$ cat src/rtl/pipe_ctrl.sv
`default_nettype none
// +----------------------------------------------------------------------------------------+
// | pipe_ctrl: PC/IF-ID/ID-EX hold+flush sequencing (load-use, redirect, LSU freeze);        |
// | optional PIPE_CTRL_PERF_EN adds stall/flush counters.            Revision 1.0            |
// +----------------------------------------------------------------------------------------+
module pipe_ctrl #(
  parameter int AW       = 32,
  parameter int RW       = 5,
  parameter int LOAD_LAT = 1
) (
  input  logic          clk,
  input  logic          rst,
  input  logic          ex_jump_en,
  input  logic [AW-1:0] ex_jump_addr,
  input  logic          ex_mem_rd,
  input  logic [RW-1:0] ex_rd,
  input  logic [RW-1:0] id_rs1,
  input  logic [RW-1:0] id_rs2,
  input  logic          id_rs1_use,
  input  logic          id_rs2_use,
  input  logic          lsu_busy,
  output logic          pc_hold,
  output logic          ifid_hold,
  output logic          idex_hold,
  output logic          ifid_flush,
  output logic          idex_flush,
  output logic          redirect_en,
  output logic [AW-1:0] redirect_pc
`ifdef PIPE_CTRL_PERF_EN
  ,
  output logic [31:0]   perf_stall_cnt,
  output logic [31:0]   perf_flush_cnt
`endif
);

  typedef enum logic [1:0] {
    ST_RUN      = 2'd0,
    ST_LU_STALL = 2'd1,
    ST_MEM_WAIT = 2'd2
  } state_t;

  localparam logic [2:0] c_LU_INIT = 3'(LOAD_LAT - 1);

  state_t     r_state;
  logic [2:0] r_cnt;
  logic       r_ret;        // 1: resume LU_STALL after the LSU wait, 0: resume RUN

  state_t     w_state_nx;
  state_t     w_eff;
  logic [2:0] w_cnt_nx;
  logic       w_ret_nx;
  logic       w_hz;
  logic       w_pc_hold;
  logic       w_ifid_hold;
  logic       w_idex_hold;
  logic       w_ifid_flush;
  logic       w_idex_flush;
  logic       w_redirect;

  always_comb begin
    w_hz = ex_mem_rd && (ex_rd != '0) &&
           ((id_rs1_use && (id_rs1 == ex_rd)) || (id_rs2_use && (id_rs2 == ex_rd)));
  end

  // Once the LSU releases, MEM_WAIT acts exactly like the state it interrupted.
  always_comb begin
    w_eff = r_state;
    if (r_state == ST_MEM_WAIT) begin
      w_eff = r_ret ? ST_LU_STALL : ST_RUN;
    end
  end

  always_comb begin
    w_state_nx   = r_state;
    w_cnt_nx     = r_cnt;
    w_ret_nx     = r_ret;
    w_pc_hold    = 1'b0;
    w_ifid_hold  = 1'b0;
    w_idex_hold  = 1'b0;
    w_ifid_flush = 1'b0;
    w_idex_flush = 1'b0;
    w_redirect   = 1'b0;

    if (lsu_busy) begin
      w_pc_hold   = 1'b1;
      w_ifid_hold = 1'b1;
      w_idex_hold = 1'b1;
      w_state_nx  = ST_MEM_WAIT;
      w_ret_nx    = (w_eff == ST_LU_STALL);
    end else if (ex_jump_en) begin
      w_redirect   = 1'b1;
      w_ifid_flush = 1'b1;
      w_idex_flush = 1'b1;
      w_state_nx   = ST_RUN;
    end else if (w_eff == ST_LU_STALL) begin
      w_pc_hold    = 1'b1;
      w_ifid_hold  = 1'b1;
      w_idex_flush = 1'b1;
      if (r_cnt == 3'd1) begin
        w_cnt_nx   = 3'd0;
        w_state_nx = ST_RUN;
      end else begin
        w_cnt_nx   = r_cnt - 3'd1;
        w_state_nx = ST_LU_STALL;
      end
    end else if (w_hz) begin
      w_pc_hold    = 1'b1;
      w_ifid_hold  = 1'b1;
      w_idex_flush = 1'b1;
      if (LOAD_LAT > 1) begin
        w_cnt_nx   = c_LU_INIT;
        w_state_nx = ST_LU_STALL;
      end else begin
        w_state_nx = ST_RUN;
      end
    end else begin
      w_state_nx = ST_RUN;
    end
  end

  always_ff @(posedge clk) begin
    if (rst) begin
      r_state <= ST_RUN;
      r_cnt   <= 3'd0;
      r_ret   <= 1'b0;
    end else begin
      r_state <= w_state_nx;
      r_cnt   <= w_cnt_nx;
      r_ret   <= w_ret_nx;
    end
  end

  // Reset forces every control low in the same cycle, independent of state.
  assign pc_hold     = w_pc_hold    & ~rst;
  assign ifid_hold   = w_ifid_hold  & ~rst;
  assign idex_hold   = w_idex_hold  & ~rst;
  assign ifid_flush  = w_ifid_flush & ~rst;
  assign idex_flush  = w_idex_flush & ~rst;
  assign redirect_en = w_redirect   & ~rst;
  assign redirect_pc = redirect_en ? ex_jump_addr : '0;

`ifdef PIPE_CTRL_PERF_EN
  logic [31:0] r_perf_stall;
  logic [31:0] r_perf_flush;

  always_ff @(posedge clk) begin
    if (rst) begin
      r_perf_stall <= 32'd0;
      r_perf_flush <= 32'd0;
    end else begin
      if (pc_hold && (r_perf_stall != 32'hFFFF_FFFF)) begin
        r_perf_stall <= r_perf_stall + 32'd1;
      end
      if (redirect_en && (r_perf_flush != 32'hFFFF_FFFF)) begin
        r_perf_flush <= r_perf_flush + 32'd1;
      end
    end
  end

  assign perf_stall_cnt = r_perf_stall;
  assign perf_flush_cnt = r_perf_flush;
`endif

endmodule
`default_nettype wire

$ cat config.mk
export PLATFORM = sky130hd
export DESIGN_NAME = pipe_ctrl
export DESIGN_NICKNAME = d
export VERILOG_FILES = /design/src/rtl/pipe_ctrl.sv
export SDC_FILE = /design/constraint.sdc
export NUM_CORES = 1
export LEC_CHECK = 0
export BUFFER_PORTS_ARGS = -buffer_cell sky130_fd_sc_hd__buf_2
export CORE_ASPECT_RATIO = 1.25
export CORE_MARGIN = 4
export CORE_UTILIZATION = 34
export CTS_BUF_LIST = sky130_fd_sc_hd__clkbuf_4
export DETAILED_ROUTE_END_ITERATION = 16
export GPL_ROUTABILITY_DRIVEN = 0
export MAX_ROUTING_LAYER = met4
export PLACE_DENSITY = 0.87
export SLEW_MARGIN = 15
export SYNTH_ARGS = -nofsm -noshare
export SYNTH_HDL_FRONTEND = slang
export SYNTH_SLANG_ARGS = --single-unit
$ cat constraint.sdc
create_clock -name clk -period 4.6 [get_ports clk]
set_clock_uncertainty 0.15 [all_clocks]
set_input_delay 0.69 -clock clk [delete_from_list [all_inputs] [get_ports clk]]
set_output_delay 0.69 -clock clk [all_outputs]
set_load 0.02 [all_outputs]
# Yosys cells after proc, flatten, opt, wreduce, memory -nomap -nowiden

Index checks and enable logic that the tools add are counted.
W data, S select, Z words.

Bits in registers: 6
Input bits: 54
Output and inout port bits: 38

Add/subtract/negate cells: 1
Eq/ne operators: 5
Muxes and demuxes: 17
Bitwise gates (word level): 8
Reduce and logical (&&, ||, !) cells: 8

Operator list:

| operator              | number |
|---|---|
| $mux W32              | 1 |
| $mux W1               | 11 |
| $eq A5 B5 Y1          | 2 |
| $mux W2               | 4 |
| $reduce_bool A5 Y1    | 1 |
| $and A1 B1 Y1         | 4 |
| $logic_and A1 B1 Y1   | 4 |
| $not A1 Y1            | 4 |
| $reduce_or A4 Y1      | 1 |
| $eq A3 B1 Y1 const B  | 1 |
| $mux W3               | 1 |
| $reduce_and A3 Y1     | 1 |
| $sub A3 B1 Y3 const B | 1 |
| $eq A2 B1 Y1 const B  | 1 |
| $eq A2 B2 Y1 const B  | 1 |
| $logic_or A1 B1 Y1    | 1 |

# Logic depth before layout (Yosys ltp)

Depth in word-level cells: 9
Mapped depth: 5
Depth with buffers taken out: 5

# Worst setup path after synthesis

Ideal clock, no wire load.

Path kind: input to output
Start point: in ex_rd[3]
End point: out pc_hold
Arrival time: 2.037 ns
Required time: 3.760 ns
Path slack: 1.723 ns
Stages on the path: 5
Path buffers: 1
Cell sequence: xor2_1 nor4_1 a32oi_1 o21ai_0 buf_4

Longest elaborated chain between the ends: 9
Elaborated cells between the ends (all ways): 13

RTL lines:

| what                     | RTL line | RTL |
|---|---|---|
| start: declaration       | 16       | `input logic [RW-1:0] ex_rd,` |
| $eq A5 B5 Y1             | 62       | `((id_rs1_use && (id_rs1 == ex_rd)) \|\| (id_rs2_use && (id_rs2 == ex_rd)));` |
| $logic_and A1 B1 Y1      | 62       |  |
| $logic_or A1 B1 Y1       | 62       |  |
| $logic_and A1 B1 Y1 (*)  | 61       | `w_hz = ex_mem_rd && (ex_rd != '0) &&` |
| $mux W1 (*) (4 in a row) | n/a      |  |
| $and A1 B1 Y1 (*)        | n/a      |  |
| end: declaration         | 22       | `output logic pc_hold,` |

Mark *: on every way between the ends. The rest lies on a longest branch, timed or not.

# Worst setup path after layout

Start point: in ex_rd[3]
End point: out pc_hold

Longest elaborated chain between the ends: 9
Elaborated cells between the ends (all ways): 13

RTL lines:

| what                    | RTL line | RTL |
|---|---|---|
| $eq A5 B5 Y1            | 62       |  |
| $logic_and A1 B1 Y1     | 62       |  |
| $logic_or A1 B1 Y1      | 62       |  |
| $logic_and A1 B1 Y1 (*) | 61       |  |
| $mux W1 (*)             | 106      | `end else if (w_hz) begin` |
| $mux W1 (*)             | 95       | `end else if (w_eff == ST_LU_STALL) begin` |
| $mux W1 (*)             | 90       | `end else if (ex_jump_en) begin` |
| $mux W1 (*)             | 84       | `if (lsu_busy) begin` |
| $and A1 B1 Y1 (*)       | 134      | `assign pc_hold = w_pc_hold & ~rst;` |

Marks and branches as above.

==> flow_metrics.tcl <==
set metrics [dict create \
    cts_buffers 3 \
    switching_share 0.329 \
    p_seq_frac 0.310 \
    tritoncts "yes" \
    start_util 0.373 \
    core_area_mm2 0.00185 \
    hold_path_depth 2 \
    root_buffer "clkbuf_4" \
    post-place-ws_ps 1870 \
    dieWidth_um 48.3 \
    n_antenna_cell 0 \
    worstSetupPathType "in -> out" \
    netlist_instances 97 \
    cp_max_fo 3 \
    cap_violations 0 \
    vias 1039 \
    clkLatencyLatePin_ps 240 \
    totalPowerFinal_mw 0.174 \
    wl_mm 2.54 \
    vias_per_cell 5.17 \
    fin_tns_setup_ps 0 \
    cpMostUsedCell "buf_2" \
    end_kind "output port" \
    p_clk_frac 0.268 \
    hpwl_mm 2.22 \
    status "finished clean" \
    rsz0062_at_grt "no" \
    worst_pin_slew_ps 418 \
    nets 240 \
    syn_to_final_growth_pct 66.5 \
    reg2reg_depth 4 \
    slowest_delay_ps 330 \
    worst_ir_drop_vdd_uv 135 \
    antenna_found_initial 0 \
    cts-hold-fix-buffers 0 \
    synth_edf_count 0 \
    grtUsageTotal 0.167 \
    final_area_mm2 0.00115 \
    yosysSeqAreaShare 0.174 \
    placed_area_mm2 0.00113 \
    cp_cell_sequence "buf_2, xor2_1, nor4_1, a32oi_1, o21ai_0, buf_2" \
    pwr-share-comb 0.422 \
    slowest_stage "nor4_1" \
    io_buffers 91 \
    dieArea_mm2 0.00282 \
    routedWlPerCell_um 12.7 \
    p_leak_nw 0.777 \
    maxSlewHeadroom 0.721 \
    ys_ff_latch 6 \
    synth_cell_types 26 \
    overflow 0 \
    postSynthAreaPerCell_um2 7.12 \
    slew_viol_final 0 \
    intPower_mw 0.117 \
    synth-async-reset-ratio 0 \
    clock_path_buffers 2 \
    ys.flop_type "dfxtp_1" \
    hold_viol 0 \
    net-switching-power_mw 0.0573 \
    min_path_type "reg -> reg" \
    cp.arrival_ps 1890 \
    cts_setup_buffers 0 \
    drtIter0Drc 15 \
    synth_fp_nets 153 \
    period_minus_slack_ps 2730 \
    grt_pass1_wl_mm 3.82 \
    grt_pass1_vias 934 \
    fmax_ghz 0.366 \
    fp-row-count 17 \
    ys_warn_count 0 \
    drive_gt1_frac 0.522 \
    cts_num_sinks 6 \
    setup_viol 0 \
    worstSetupStartpointType "primary input" \
    die_height_um 58.4 \
    grt_max_degree 38 \
    synth_area_um2 691 \
    pwr_density_cell_mw_per_mm2 151 \
    setup_ws_ps 1870 \
    fill_cells 172 \
    ioPinCount 92 \
    first_pass_iters 3 \
    cp_data_required_time_ps 3760 \
    route.detailed.drc 0 \
    htree_num_levels 1 \
    min_period_over_period 0.594 \
    drtAntennaViolNets 0 \
    cts.clk_slew.worst_paths_ps 40 \
    cts_repair_resize_count 0 \
]
[cell usage in the layout, fill, tap and decap left out, drive strengths merged]
cell    count
and2        2
a21oi       3
or4         2
xor2        8
or3         3
a32oi       1
nor2        4
clkbuf      3
nor3        1
dfxtp       6
buf        92
inv         4
a311oi      1
ha          2
nand2       2
nand3b      1
o21ai       5
nor2b       3
a211o       1
nor4        2
and3       32
nand2b      1
xnor2       2
a211oi      1
[critical path, delay by kind of cell]
family                 cells  cell delay, ps
XOR/XNOR                   1             150
AND/OR/NAND/NOR            1             330
buffers and inverters      2             320
AO/OA/AOI/OAI              2             390
[synth_stat cells, drive strengths merged (2+ instances only)]
cell type / number / share of area
nand2: 2 / 0.011
nor4: 2 / 0.018
clkbuf: 6 / 0.033
buf: 4 / 0.040
inv: 4 / 0.022
or3: 3 / 0.027
xnor2: 2 / 0.025
nor2b: 3 / 0.027
and3: 32 / 0.29
xor2: 8 / 0.10
a21oi: 3 / 0.022
ha: 2 / 0.036
o21ai: 5 / 0.036
or4: 2 / 0.022
dfxtp: 6 / 0.17
nor2: 4 / 0.022
and2: 2 / 0.018
[stage by stage]
stage	instances	hold WS, ps	util
after floorplan	97	307	-
after detailed placement	198	338	0.609
after global placement	198	316	0.609
after CTS	201	346	0.621
after global routing	201	377	0.621
final	201	344	0.621
[layout make-up]
cell class | instances | area (um^2) | area share
multi-input combinational | 77 | 505 | 0.440
clock buffer | 3 | 22.5 | 0.0196
inverter | 4 | 15.0 | 0.0131
sequential | 6 | 120 | 0.104
tap | 19 | 23.8 | 0.0207
timing repair buffer | 92 | 463 | 0.403
[power by group through the flow]
| stage | Clock, mW | Combinational [mW] | Sequential, mW |
|---|---|---|---|
| detailed placement | 0 | 0.0741 | 0.0550 |
| CTS | 0.0498 | 0.0741 | 0.0540 |
| floorplan | 0 | 0.0391 | 0.0548 |
| global placement | 0 | 0.0709 | 0.0549 |
| global route | 0.0513 | 0.0804 | 0.0541 |
| finish | 0.0467 | 0.0734 | 0.0540 |
[final timing paths]
| kind | startpoint | end | slack, ps |
|---|---|---|---|
| worst min-delay path | r_cnt[2] | r_cnt[2] | 340 |
| worst max register to register | r_state[1] | r_cnt[0] | 3000 |
| worst max-delay path | ex_rd[3] | pc_hold | 1870 |
| worst min register to register | r_cnt[2] | r_cnt[2] | 340 |
[cells by family (layout without fill, tap and decap cells)]
| family | after synthesis | in the layout | synth area share |
|---|---|---|---|
| AO/OA/AOI/OAI | 12 | 12 | 0.107 |
| XOR/XNOR | 10 | 10 | 0.127 |
| adder cells (fa/ha/maj) | 2 | 2 | 0.0362 |
| buffers and inverters | 14 | 99 | 0.0942 |
| flip-flops | 6 | 6 | 0.174 |
| AND/OR/NAND/NOR | 53 | 53 | 0.462 |
[state kept, by name (all words and copies together) (netlist names)]
| signal | count |
|---|---|
| r_cnt | 3 |
| r_state | 2 |
| r_ret | 1 |
[routing by layer]
layer,vias up,routed length (um),global-route usage
met5,-,0,-
met4,0,6,0.0356
met3,2,309,0.0506
met2,61,1380,0.354
met1,462,850,0.134
li1,514,-,-
Note: power is estimated with default switching activity, not from simulation.
